--- src/rtl/cpu_trace_emitter_pkg.sv ---
// rtl/cpu_trace_emitter_pkg.sv - shared widths, ASCII codes, FSM states and nibble-to-ASCII helper
package cpu_trace_emitter_pkg;

  localparam int TIME_W = 14;
  localparam int GRF_W  = 5;

  localparam logic [7:0] ASC_CARET  = 8'h5E;
  localparam logic [7:0] ASC_AT     = 8'h40;
  localparam logic [7:0] ASC_COLON  = 8'h3A;
  localparam logic [7:0] ASC_DOLLAR = 8'h24;
  localparam logic [7:0] ASC_STAR   = 8'h2A;
  localparam logic [7:0] ASC_LT     = 8'h3C;
  localparam logic [7:0] ASC_EQ     = 8'h3D;
  localparam logic [7:0] ASC_HASH   = 8'h23;
  localparam logic [7:0] ASC_SPACE  = 8'h20;
  localparam logic [7:0] ASC_LF     = 8'h0A;

  typedef enum logic [3:0] {
    ST_IDLE, ST_CARET, ST_TIME, ST_AT, ST_PC, ST_COLON, ST_SPACE, ST_MARK,
    ST_OPER, ST_SP_A, ST_LT, ST_EQ, ST_SP_B, ST_DATA, ST_HASH
`ifdef TRACE_EMITTER_NEWLINE_EN
    , ST_NL
`endif
  } state_t;

  // Also serves decimal digits, which are always below ten.
  function automatic logic [7:0] hex_char(input logic [3:0] n);
    return (n < 4'd10) ? (8'h30 + {4'd0, n}) : (8'h57 + {4'd0, n});
  endfunction

endpackage

--- src/rtl/cpu_trace_bin2dec.sv ---
// rtl/cpu_trace_bin2dec.sv - combinational double-dabble, 14-bit binary to 4 BCD digits plus digit count
module cpu_trace_bin2dec
  import cpu_trace_emitter_pkg::*;
(
  input  logic [TIME_W-1:0] bin,
  output logic [15:0]       bcd,
  output logic [2:0]        ndig
);

  logic [TIME_W+15:0] sh;

  always_comb begin
    sh = {16'd0, bin};
    for (int i = 0; i < TIME_W; i++) begin
      for (int d = 0; d < 4; d++) begin
        if (sh[TIME_W+4*d +: 4] > 4'd4)
          sh[TIME_W+4*d +: 4] = sh[TIME_W+4*d +: 4] + 4'd3;
      end
      sh = sh << 1;
    end
    bcd = sh[TIME_W +: 16];
  end

  always_comb begin
    if (bcd[15:12] != 4'd0)     ndig = 3'd4;
    else if (bcd[11:8] != 4'd0) ndig = 3'd3;
    else if (bcd[7:4] != 4'd0)  ndig = 3'd2;
    else                        ndig = 3'd1;
  end

endmodule

--- src/rtl/cpu_trace_emitter.sv ---
// rtl/cpu_trace_emitter.sv - serialises CPU write-back records into an ASCII trace char stream
// Optional trailing LF per record when TRACE_EMITTER_NEWLINE_EN is defined.
module cpu_trace_emitter
  import cpu_trace_emitter_pkg::*;
#(
  parameter int TIME_MAX    = 9999,
  parameter int LEAD_SPACES = 1
) (
  input  logic              clk,
  input  logic              reset,
  input  logic              in_valid,
  output logic              in_ready,
  input  logic              in_is_mem,
  input  logic [TIME_W-1:0] in_time,
  input  logic [31:0]       in_pc,
  input  logic [GRF_W-1:0]  in_grf,
  input  logic [31:0]       in_addr,
  input  logic [31:0]       in_data,
  output logic [7:0]        char,
  output logic              char_valid,
  input  logic              char_ready,
  output logic              busy,
  output logic              drop
);

  localparam logic [TIME_W:0] TIME_LIM = (TIME_W+1)'(TIME_MAX);

  state_t             state_q, nxt_state;
  logic [3:0]         cnt_q, nxt_cnt, len;
  logic               last;
  logic               is_mem_q;
  logic [31:0]        pc_q, addr_q, data_q;
  logic [GRF_W-1:0]   grf_q;
  logic [15:0]        time_bcd_q, grf_bcd_unused_hi;
  logic [2:0]         time_nd_q;
  logic [7:0]         grf_bcd_q;
  logic [1:0]         grf_nd_q;
  logic [TIME_W-1:0]  conv_in;
  logic [15:0]        conv_bcd;
  logic [2:0]         conv_nd;
  logic [7:0]         nchar;
  logic [1:0]         tidx;
  logic               gidx;
  logic [2:0]         hidx;

  // One converter: time while idle (captured at accept), grf afterwards (captured entering MARK).
  assign conv_in = (state_q == ST_IDLE) ? in_time : {{(TIME_W-GRF_W){1'b0}}, grf_q};

  cpu_trace_bin2dec u_bin2dec (
    .bin  (conv_in),
    .bcd  (conv_bcd),
    .ndig (conv_nd)
  );

  assign grf_bcd_unused_hi = conv_bcd;
  assign in_ready = (state_q == ST_IDLE);
  assign busy     = (state_q != ST_IDLE);

  function automatic state_t follow(input state_t s);
    case (s)
      ST_CARET: return ST_TIME;
      ST_TIME:  return ST_AT;
      ST_AT:    return ST_PC;
      ST_PC:    return ST_COLON;
      ST_COLON: return (LEAD_SPACES == 0) ? ST_MARK : ST_SPACE;
      ST_SPACE: return ST_MARK;
      ST_MARK:  return ST_OPER;
      ST_OPER:  return ST_SP_A;
      ST_SP_A:  return ST_LT;
      ST_LT:    return ST_EQ;
      ST_EQ:    return ST_SP_B;
      ST_SP_B:  return ST_DATA;
      ST_DATA:  return ST_HASH;
`ifdef TRACE_EMITTER_NEWLINE_EN
      ST_HASH:  return ST_NL;
`endif
      default:  return ST_IDLE;
    endcase
  endfunction

  always_comb begin
    len = 4'd1;
    case (state_q)
      ST_TIME:         len = {1'b0, time_nd_q};
      ST_PC, ST_DATA:  len = 4'd8;
      ST_OPER:         len = is_mem_q ? 4'd8 : {2'b00, grf_nd_q};
      ST_SPACE:        len = 4'(LEAD_SPACES);
      default:         len = 4'd1;
    endcase
  end

  assign last = (cnt_q == len - 4'd1);

  always_comb begin
    nxt_state = state_q;
    nxt_cnt   = cnt_q + 4'd1;
    if (state_q == ST_IDLE) begin
      nxt_state = ST_CARET;
      nxt_cnt   = 4'd0;
    end else if (last) begin
      nxt_state = follow(state_q);
      nxt_cnt   = 4'd0;
    end
  end

  // Digit indices are MSB-first; modular arithmetic on the narrow slices is exact here.
  assign tidx = time_nd_q[1:0] - 2'd1 - nxt_cnt[1:0];
  assign gidx = grf_nd_q[0] ^ 1'b1 ^ nxt_cnt[0];
  assign hidx = ~nxt_cnt[2:0];

  always_comb begin
    nchar = 8'h00;
    case (nxt_state)
      ST_CARET: nchar = ASC_CARET;
      ST_TIME:  nchar = hex_char(time_bcd_q[{tidx, 2'b00} +: 4]);
      ST_AT:    nchar = ASC_AT;
      ST_PC:    nchar = hex_char(pc_q[{hidx, 2'b00} +: 4]);
      ST_COLON: nchar = ASC_COLON;
      ST_SPACE, ST_SP_A, ST_SP_B: nchar = ASC_SPACE;
      ST_MARK:  nchar = is_mem_q ? ASC_STAR : ASC_DOLLAR;
      ST_OPER:  nchar = is_mem_q ? hex_char(addr_q[{hidx, 2'b00} +: 4])
                                 : hex_char(grf_bcd_q[{gidx, 2'b00} +: 4]);
      ST_LT:    nchar = ASC_LT;
      ST_EQ:    nchar = ASC_EQ;
      ST_DATA:  nchar = hex_char(data_q[{hidx, 2'b00} +: 4]);
      ST_HASH:  nchar = ASC_HASH;
`ifdef TRACE_EMITTER_NEWLINE_EN
      ST_NL:    nchar = ASC_LF;
`endif
      default:  nchar = 8'h00;
    endcase
  end

  always_ff @(posedge clk or negedge reset) begin
    if (!reset) begin
      state_q    <= ST_IDLE;
      cnt_q      <= 4'd0;
      char       <= 8'h00;
      char_valid <= 1'b0;
      drop       <= 1'b0;
      is_mem_q   <= 1'b0;
      pc_q       <= 32'd0;
      addr_q     <= 32'd0;
      data_q     <= 32'd0;
      grf_q      <= '0;
      time_bcd_q <= 16'd0;
      time_nd_q  <= 3'd0;
      grf_bcd_q  <= 8'd0;
      grf_nd_q   <= 2'd0;
    end else begin
      drop <= 1'b0;
      if (state_q == ST_IDLE) begin
        if (in_valid) begin
          is_mem_q   <= in_is_mem;
          pc_q       <= in_pc;
          addr_q     <= in_addr;
          data_q     <= in_data;
          grf_q      <= in_grf;
          time_bcd_q <= grf_bcd_unused_hi;
          time_nd_q  <= conv_nd;
          if ({1'b0, in_time} > TIME_LIM) begin
            drop <= 1'b1;
          end else begin
            state_q    <= ST_CARET;
            cnt_q      <= 4'd0;
            char       <= ASC_CARET;
            char_valid <= 1'b1;
          end
        end
      end else if (char_valid && char_ready) begin
        if (nxt_state == ST_IDLE) begin
          state_q    <= ST_IDLE;
          cnt_q      <= 4'd0;
          char       <= 8'h00;
          char_valid <= 1'b0;
        end else begin
          state_q <= nxt_state;
          cnt_q   <= nxt_cnt;
          char    <= nchar;
          if (nxt_state == ST_MARK) begin
            grf_bcd_q <= conv_bcd[7:0];
            grf_nd_q  <= conv_nd[1:0];
          end
        end
      end
    end
  end

endmodule

--- config.mk ---
export PLATFORM = sky130hd
export DESIGN_NAME = cpu_trace_emitter
export DESIGN_NICKNAME = d
export VERILOG_FILES = /design/src/rtl/cpu_trace_emitter_pkg.sv /design/src/rtl/cpu_trace_bin2dec.sv /design/src/rtl/cpu_trace_emitter.sv
export SDC_FILE = /design/constraint.sdc
export NUM_CORES = 1
export LEC_CHECK = 0
export CAP_MARGIN = 10
export CORE_MARGIN = 2
export CORE_UTILIZATION = 59
export CTS_BUF_LIST = sky130_fd_sc_hd__clkbuf_4 sky130_fd_sc_hd__clkbuf_8 sky130_fd_sc_hd__clkbuf_16
export DETAILED_ROUTE_END_ITERATION = 12
export DONT_BUFFER_PORTS = 1
export GPL_TIMING_DRIVEN = 0
export PLACE_DENSITY = 0.82
export SYNTH_ARGS = -nofsm -noshare
export SYNTH_HDL_FRONTEND = slang
export SYNTH_SLANG_ARGS = --single-unit
export TNS_END_PERCENT = 5
--- constraint.sdc ---
create_clock -name clk -period 12.3 [get_ports clk]
set_clock_uncertainty 0.15 [all_clocks]
set_input_delay 1.23 -clock clk [delete_from_list [all_inputs] [get_ports clk]]
set_output_delay 1.23 -clock clk [all_outputs]
set_load 0.03 [all_outputs]
==> impl_metrics.yaml, run 1 <==
global_route:
  grt_overflow: 0
  grt_max_degree: 149
  antenna_found_initial: 0
  grt_pass1_wl_mm: 58.0
  grt_usage_pct: 31.5
  grt_pass1_vias: 11700
sta:
  rsz0062_at_grt: "no"
  drv_slew: 0
  period_share_pct: 93.1
  finalCriticalPeriod_ns: 11.45
  relSlewSlack_pct: 9.20
  setup_viol: 0
  hold_viol: 0
  fmax_ghz: 0.0874
  tightest_slew_ns: 1.35
synthesis:
  syn-cell-area_um2: 12700
  synth_cells: 1643
  syn_area_per_cell_um2: 7.74
  muxShareOfSynthArea_pct: 7.09
  synth_edf_count: 0
  synth-async-reset-ratio_pct: 100
  synth_nets: 1803
  synth_top_family_by_area: "simple AND/OR/NAND/NOR gates"
  synth_fa_ha_area_share_pct: 4.09
  synth_xor_area_share_pct: 3.36
  ys_warn_count: 0
  synth_compound_area_share_pct: 23.7
  ys_seq_area_share_pct: 29.1
  ys_types: 123
  synth_ff_type: "dfrtp_1"
  synth_simple_gate_area_share_pct: 28.5
  synth-seq-cells: 148
floorplan:
  ios: 132
  die_area_um2: 22700
  core_area_um2: 21100
  initial_core_util_pct: 60.3
  die_h_um: 151
  die_x_um: 151
  rows: 53
setup_path:
  cp_common_cell: "ha_1"
  worst_setup_path_start_kind: "flop"
  slowest_delay_ns: 0.53
  crit_slowest_cell: "nor4_2"
  worst-path-max-fanout: 10
  end_kind: "flop"
  crit_required_ns: 12.48
  crit_type: "flop to flop"
  worst_ep_arrival_time_ns: 11.63
layout:
  fin_nets: 1827
  drive_gt1_share_pct: 10.8
  utilization_pct: 65.6
  syn2layout_area_growth_pct: 8.82
  insertedDiodeCount: 0
routing:
  drc: 0
  ant_nets: 0
  drt_iter0_drc: 1057
  routed_wirelength_mm: 36.6
  viasPerCell: 6.57
  first_pass_iters: 7
  wl_per_cell_um: 18.7
  vias: 12800
min_path:
  hold_path_class: "flop to flop"
clock_network:
  clk_latency_ns: 0.43
  cts_buffer_depth: 2
  htree_levels: 4
  ctsHoldBuffers: 0
  cts_root_buf: "clkbuf_16"
  numCtsBuffers: 17
  cts.sinks: 148
  clk_pin_slew_ns: 0.07
  cts_tree: "built"
place:
  dp_hpwl_mm: 27.1
  place_congestion: 0.943
  io_buffers: 0
flow_run:
  max-cap-violations: 0
outcome:
  status: "completed"
area by class of cell:
cell class | instances | area, µm²
well taps | 275 | 344
inverters | 47 | 176
repair buffers | 6 | 52.6
fillers | 1773 | 7250
multi-input cells | 1371 | 8600
flip-flops and latches | 148 | 3700
clock inverters | 15 | 184
clock buffers | 17 | 425
plain buffers | 76 | 343
stage by stage:
| stage | hold slack, ns | instances | worst slack [ns] | setup TNS (ns) | cell area (µm²) |
|---|---|---|---|---|---|
| floorplan | 0.283 | 1643 | 1.75 | 0 | 12700 |
| global placement | 0.305 | 1918 | 0.177 | 0 | 13100 |
| detailed placement | 0.309 | 1920 | -0.142 | -0.581 | 13100 |
| CTS | 0.330 | 1952 | 0.0629 | 0 | 13700 |
| global route | 0.330 | 1955 | 0.00556 | 0 | 13800 |
| finish | 0.328 | 1955 | 0.852 | 0 | 13800 |
cells by family (layout without fill, tap and decap cells):
family | Yosys count | after routing
muxes | 73 | 73
adders and majority gates | 42 | 42
xor gates and xnor gates | 41 | 41
and+or+nand+nor | 809 | 809
AOI/OAI and AO/OA | 405 | 405
other | 1 | 1
buffers and inverters | 124 | 161
DFF | 148 | 148
state kept, by name, summed over array words and instances, names as in the netlist:
register	cells
addr_q	32
data_q	32
pc_q	32
time_bcd_q	16
grf_bcd_q	8
char	7
grf_q	5
cnt_q	4
state_q	4
time_nd_q	3
grf_nd_q	2
char_valid	1
drop	1
is_mem_q	1
cells in the final DEF, fill, tap and decap left out, types with 13 or more instances in the layout:
cell type	n
inv_1	43
clkbuf_16	17
mux2i_1	45
o22ai_1	14
nor3_1	28
nor2_1	93
ha_1	34
mux2_2	13
and3_1	18
a21oi_1	65
clkbuf_1	49
o211ai_1	19
o21ai_1	16
o21ai_0	68
xnor2_1	22
dfrtp_1	148
a31oi_1	20
nand2_1	506
nand3_1	51
final timing paths:
| check | start | end | slack [ns] | depth (start not counted) |
|---|---|---|---|---|
| setup / recovery | state_q[0] | grf_nd_q[0] | 0.85 | 48 |
| hold / removal | pc_q[12] | pc_q[12] | 0.33 | 2 |
| setup reg to reg | state_q[0] | grf_nd_q[0] | 0.85 | 48 |
| hold reg to reg | pc_q[12] | pc_q[12] | 0.33 | 2 |
| max in group asynchronous | reset | pc_q[15] | 11.43 | 0 |
| min in group asynchronous | reset | addr_q[9] | 0.34 | 0 |
Yosys cell counts (7+ instances only):
| library cell | number | area (µm²) |
|---|---|---|
| and2_1 | 12 | 75.1 |
| nand2b_1 | 7 | 43.8 |
| buf_2 | 14 | 70.1 |
| nor3_1 | 30 | 150 |
| o21a_1 | 12 | 90.1 |
| o211ai_1 | 19 | 143 |
| a31oi_1 | 21 | 131 |
| a21oi_1 | 66 | 330 |
| xnor2_1 | 23 | 201 |
| clkbuf_1 | 52 | 195 |
| and3_1 | 18 | 113 |
| dfrtp_1 | 148 | 3700 |
| xor2_1 | 12 | 105 |
| mux2i_1 | 45 | 450 |
| o21ai_1 | 16 | 80.1 |
| or3_1 | 8 | 50.1 |
| inv_1 | 43 | 161 |
| o31ai_1 | 12 | 90.1 |
| nor2_1 | 94 | 353 |
| o221ai_1 | 10 | 87.6 |
| ha_1 | 40 | 500 |
| o21ai_0 | 68 | 340 |
| a21o_1 | 10 | 75.1 |
| mux2_2 | 13 | 146 |
| nor4_1 | 10 | 62.6 |
| nand3_1 | 51 | 255 |
| mux4_2 | 10 | 225 |
| a311oi_1 | 8 | 70.1 |
| nor3b_1 | 7 | 52.6 |
| o22ai_1 | 14 | 87.6 |
| nand4_1 | 9 | 56.3 |
| a211oi_1 | 13 | 97.6 |
| a211o_1 | 12 | 105 |
| nand2_1 | 506 | 1900 |
routing by layer:
layer  GRT usage (%)  share of wire (%)  wire (µm)
met5               0                  0          0
met4            8.88                2.8       1020
met3            5.96                 10       3760
met2            48.8                 45      16400
met1            45.1                 42      15400
worst max-delay path: cells and delay by family, from the launching register on:
| kind | cells | cell delay, ns |
|---|---|---|
| AO/OA/AOI/OAI | 12 | 2.41 |
| XOR/XNOR | 4 | 0.76 |
| adder cells (fa/ha/maj) | 9 | 2.23 |
| buffers and inverters | 9 | 1.46 |
| flip-flops | 1 | 0.46 |
| multiplexers | 3 | 1.02 |
| AND/OR/NAND/NOR | 11 | 2.84 |
repair_timing:
item | 4_1_cts | 5_1_grt
pin swaps | 0 | 4
gates resized for setup | 1 | 25
setup endpoints to repair | 5 | 23
buffers inserted | 0 | 4
Power of run 1 is left out: the tool's default activity adds up to more than one toggle a clock period on the data nets, which glitch-free logic cannot reach.
==> run 2: changes to the inputs <==
- ABC_AREA: unset -> 1
- GPL_ROUTABILITY_DRIVEN: unset -> 0
- SETUP_SLACK_MARGIN: unset -> 0.3
==> impl_metrics.yaml, run 2 <==
flow_run:
  max-cap-violations: 0
synthesis:
  synth_compound_area_share_pct: 11.8
  synth_cells: 1773
  synth_ff_type: "dfrtp_1"
  synth_simple_gate_area_share_pct: 41.1
  synth-seq-cells: 148
  synth-async-reset-ratio_pct: 100
  ys_types: 54
  synth_top_area_cell: "dfrtp_1"
  synth_xor_area_share_pct: 1.50
  ys_warn_count: 0
  yosysTopAreaCellShare_pct: 31.8
  synth_fa_ha_area_share_pct: 4.30
  synth_area_leaders: "dfrtp_1, nand2_1, inv_1, nand3_1, ha_1"
  syn-cell-area_um2: 11600
  synth_top_family_by_area: "simple AND/OR/NAND/NOR gates"
  synth_nets: 1933
  synth_edf_count: 0
  ys_seq_area_share_pct: 31.8
  muxShareOfSynthArea_pct: 1.15
  yosys-top-cells-count: "nand2_1, inv_1, dfrtp_1"
  syn_area_per_cell_um2: 6.57
  yosysMostFrequentCell: "nand2_1"
min_path:
  hold_path_class: "flop to flop"
sta:
  setup_viol: 0
  hold_viol: 0
  finalCriticalPeriod_ns: 9.07
  period_share_pct: 73.7
  tightest_slew_ns: 1.13
  drv_slew: 0
  relSlewSlack_pct: 24.8
  rsz0062_at_grt: "no"
  fmax_ghz: 0.110
  fin_ws_ns: 3.23
  tns_ns: 0
routing:
  ant_nets: 0
  vias: 11700
  viasPerCell: 5.63
  routed_wirelength_mm: 30.5
  first_pass_iters: 6
  drc: 0
  drt_iter0_drc: 1052
  wl_per_cell_um: 14.7
layout:
  fillers: 1738
  final_common_cell: "nand2_1"
  drive_gt1_share_pct: 10.4
  largest_registers: "addr_q (32), data_q (32), pc_q (32)"
  stdcell_count: 2070
  syn2layout_area_growth_pct: 7.72
  insertedDiodeCount: 0
  fin_nets: 1952
  layout_common_cells: "nand2_1, inv_1, dfrtp_1"
setup_path:
  worst-path-max-fanout: 8
  worst_ep_arrival_time_ns: 9.28
  end_kind: "flop"
  cp_common_cell: "nand2_1"
  crit_type: "primary input to flop"
  crit_required_ns: 12.51
  crit_slowest_cell: "o21ai_0"
  worst_setup_path_start_kind: "primary input"
  slowest_delay_ns: 0.33
clock_network:
  htree_levels: 4
  numCtsBuffers: 17
  ctsHoldBuffers: 0
  cts_buffer_depth: 2
  cts_root_buf: "clkbuf_16"
  post_cts.repair.setup_buffers: 0
  cts_tree: "built"
  post_cts_resized: 0
  clk_pin_slew_ns: 0.07
  cts.sinks: 148
  clk_latency_ns: 0.43
global_route:
  grt_max_degree: 149
  grt_usage_pct: 29.4
  grt_pass1_wl_mm: 49.5
  grt_overflow: 0
  antenna_found_initial: 0
  grt_pass1_vias: 10600
power:
  clockPowerShare_pct: 50.6
  peakVddDrop_mv: 0.100
  combinationalPowerShare_pct: 0.3
  pwr-share-seq_pct: 49.2
  cellPowerDensity_nw_per_um2: 78.9
  leakage_nw: 7.15
  power.internal_w: 0.000755
  switching_share_pct: 23.7
  p_sw_w: 0.000235
outcome:
  status: "completed"
place:
  pre_cts_ws_ns: 2.92
  dp_hpwl_mm: 22.9
  io_buffers: 0
  place_inst: 2038
floorplan:
  ios: 132
  rows: 51
  die_x_um: 144
  die_h_um: 144
  initial_core_util_pct: 60.0
  core_area_um2: 19400
  die_area_um2: 20900
[run 2: cell count changes in the layout (fill, tap and decap cells not counted), moves of 18 or more]
cell	before	now
and3_1	18	0
nand2_1	506	697
nand3_2	0	25
nor2_1	93	74
nor3_1	28	10
a21oi_1	65	27
mux2i_1	45	10
nand3_1	51	139
nand2_2	1	61
o21ai_0	68	100
inv_1	43	186
[run 2: stage by stage]
stage | area (µm²) | util, % | total power (W) | hold WS, ns
3_3_place_gp | 12000 | 61.7 | 0.000498 | 0.309
3_5_place_dp | 12000 | 61.7 | 0.000498 | 0.310
2_1_floorplan | 11600 | - | 0.000498 | 0.291
5_1_grt | 12500 | 64.6 | 0.00101 | 0.336
4_1_cts | 12500 | 64.6 | 0.000988 | 0.329
6_report | 12500 | 64.6 | 0.000989 | 0.328
[run 2: worst max-delay path, delay by kind of cell]
family,cells,cell delay [ns]
and+or+nand+nor,41,4.17
buffers and inverters,17,1.39
AOI/OAI and AO/OA,3,0.58
xor gates and xnor gates,1,0.21
adders and majority gates,8,1.68
[run 2: power by group through the flow]
stage	Sequential, W	Clock, W	Combinational [W]
after global placement	0.000496	0	0.00000237
after CTS	0.000487	0.000499	0.00000243
after floorplan	0.000496	0	0.00000182
final	0.000487	0.000500	0.00000249
after global routing	0.000486	0.000522	0.00000281
after detailed placement	0.000496	0	0.00000241
[run 2: final timing paths]
check,start,to,slack (ns),cells past startpoint
setup / recovery,in_time[12],time_nd_q[0],3.23,70
hold / removal,pc_q[28],pc_q[28],0.33,2
setup reg to reg,state_q[1],time_nd_q[0],3.24,69
hold reg to reg,pc_q[28],pc_q[28],0.33,2
max in group asynchronous,reset,time_bcd_q[12],11.34,0
min in group asynchronous,reset,cnt_q[3],0.35,0
[run 2: layout make-up]
cell class	count	area (µm²)	share of cell area, %
Multi-Input combinational cell	1369	6970	55.6
Sequential cell	148	3700	29.5
Inverter	207	782	6.24
Clock buffer	17	425	3.39
Tap cell	265	332	2.64
Buffer	49	189	1.51
Clock inverter	15	141	1.13
[run 2: kinds of logic (layout without fill, tap and decap cells)]
family	Yosys count	in the layout
compound gates	223	223
xor+xnor	20	20
fa+ha+maj	40	40
buf+inv	256	288
flops	148	148
mux	13	13
other cells	1	1
simple gates	1072	1072
[run 2: per-layer routing]
metal	wire, µm	part of all wire [%]	global-route usage (%)
met1	13300	44	40.3
met5	0	0	0
met4	730	2.4	8.02
met3	2620	8.6	6.62
met2	13800	45	47.0
Note: power is estimated with default switching activity, not from simulation.
==> run 3: changes to the inputs <==
- clock period: 12.3 -> 8.4 ns (I/O delays scaled with it)
==> impl_metrics.yaml, run 3 (synthesized netlist as in run 2, its figures left out) <==
layout:
  fillers: 1622
  final_common_cell: "nand2_1"
  syn2layout_area_growth_pct: 14.1
  insertedDiodeCount: 0
  stdcell_count: 2112
  drive_gt1_share_pct: 17.6
  fin_nets: 1994
  layout_common_cells: "nand2_1, inv_1, dfrtp_1"
  largest_registers: "addr_q (32), data_q (32), pc_q (32)"
sta:
  rsz0062_at_grt: "yes"
  drv_slew: 0
  fmax_ghz: 0.130
  period_share_pct: 91.9
  finalCriticalPeriod_ns: 7.72
  tightest_slew_ns: 1.17
  whs_ns: 0.182
  hold_viol: 0
  relSlewSlack_pct: 21.7
  setup_viol: 0
floorplan:
  initial_core_util_pct: 60.0
  die_x_um: 144
  die_area_um2: 20900
  core_area_um2: 19400
  ios: 132
  rows: 51
  die_h_um: 144
power:
  leakage_nw: 7.38
  peakVddDrop_mv: 0.145
  power.internal_w: 0.00111
  cellPowerDensity_nw_per_um2: 110
  pwr-share-seq_pct: 48.6
  switching_share_pct: 24.5
  combinationalPowerShare_pct: 1.2
  p_sw_w: 0.000360
  clockPowerShare_pct: 50.2
routing:
  viasPerCell: 5.71
  first_pass_iters: 7
  vias: 12100
  wl_per_cell_um: 15.1
  drc: 0
  routed_wirelength_mm: 31.9
  drt_iter0_drc: 1094
  ant_nets: 0
setup_path:
  cp_top_family: "simple AND/OR/NAND/NOR gates"
  worstRegToRegCells: 70
  end_kind: "flop"
  worst-path-max-fanout: 6
  crit_buf_inv: 16
  crit-reg2reg-capture: "time_nd_q[0]"
  slowest_delay_ns: 0.39
  crit_required_ns: 8.61
  reg2reg_slack_ns: 0.68
  cp_common_cell: "nand2_2"
  crit_type: "flop to flop"
  crit_slowest_cell: "dfrtp_1"
  worst_ep_arrival_time_ns: 7.93
  crit_path_start: "state_q[1]"
  worst_setup_path_start_kind: "flop"
  reg2reg_from: "state_q[1]"
clock_network:
  cts_tree: "built"
  numCtsBuffers: 17
  htree_levels: 4
  clk_pin_slew_ns: 0.06
  cts_buffer_depth: 2
  cts_root_buf: "clkbuf_16"
  clk_latency_ns: 0.43
  cts.sinks: 148
min_path:
  hold_path_class: "primary input to async pin"
global_route:
  grt_max_degree: 149
  grt_pass1_wl_mm: 49.7
  grt_usage_pct: 29.5
  grt_overflow: 0
  grt_pass1_vias: 10600
  antenna_found_initial: 0
outcome:
  status: "completed"
place:
  io_buffers: 0
  dp_hpwl_mm: 22.9
  place_inst: 2038
flow_run:
  max-cap-violations: 0
==> run 3: changes by cell type in the layout (fill, tap and decap cells not counted), moves of 5 or more <==
cell     change
nand2_1     -37
ha_4         +6
inv_2       +18
inv_1       -20
nor2_1       -6
nand3_1     -10
ha_1        -10
nand2_4      +7
buf_4       +41
nand3_2      +6
nand2_2     +29
o21ai_0      -5
==> run 3: worst max-delay path by stage <==
stage,to,slack [ns],cells after the start
3_5_place_dp,time_nd_q[0],-0.59,70
5_1_grt,time_nd_q[0],0.14,71
4_1_cts,time_nd_q[0],0.31,69
6_report,time_nd_q[0],0.68,70
3_3_place_gp,time_nd_q[0],-0.28,71
2_1_floorplan,time_nd_q[0],0.58,71
==> run 3: timing repair <==
item,4_1_cts,5_1_grt
gates resized for setup,18,110
pin swaps,5,42
endpoints found under the hold margin,148,0
buffers inserted,4,37
hold buffers,1,0
setup endpoints to repair,21,28
==> run 3: area by class of cell <==
cell class | instances | area (µm²) | share of cell area [%]
Clock buffer | 17 | 425 | 3.20
Buffer | 49 | 190 | 1.43
Timing Repair Buffer | 42 | 335 | 2.52
Tap cell | 265 | 332 | 2.50
Inverter | 207 | 787 | 5.93
Sequential cell | 148 | 3710 | 27.9
Clock inverter | 15 | 141 | 1.06
Multi-Input combinational cell | 1369 | 7360 | 55.4
==> run 3: power by group through the flow <==
stage | Combinational [W] | Sequential (W) | Clock, W
2_1_floorplan | 0.00000266 | 0.000726 | 0
3_3_place_gp | 0.00000346 | 0.000726 | 0
3_5_place_dp | 0.00000352 | 0.000726 | 0
4_1_cts | 0.0000192 | 0.000713 | 0.000731
5_1_grt | 0.0000216 | 0.000712 | 0.000765
6_report | 0.0000182 | 0.000712 | 0.000735
==> run 3: stage by stage <==
| step | setup slack (ns) | cell area, µm² | TNS, ns | utilization (%) | power [W] |
|---|---|---|---|---|---|
| after floorplan | 0.581 | 11600 | 0 | - | 0.000729 |
| final | 0.683 | 13300 | 0 | 68.5 | 0.00147 |
| after detailed placement | -0.585 | 12000 | -3.48 | 61.7 | 0.000729 |
| after global routing | 0.138 | 13300 | 0 | 68.5 | 0.00150 |
| after global placement | -0.279 | 12000 | -1.07 | 61.7 | 0.000729 |
| after CTS | 0.308 | 12600 | 0 | 65.2 | 0.00146 |
==> run 3: metal layers <==
| metal | vias up | part of all wire [%] | track usage (%) |
|---|---|---|---|
| met1 | 5624 | 42 | 40.4 |
| met3 | 85 | 9.4 | 6.66 |
| met2 | 536 | 46 | 47.2 |
| met4 | 0 | 2.4 | 8.33 |
| met5 | - | 0 | 0 |
| li1 | 5824 | - | - |
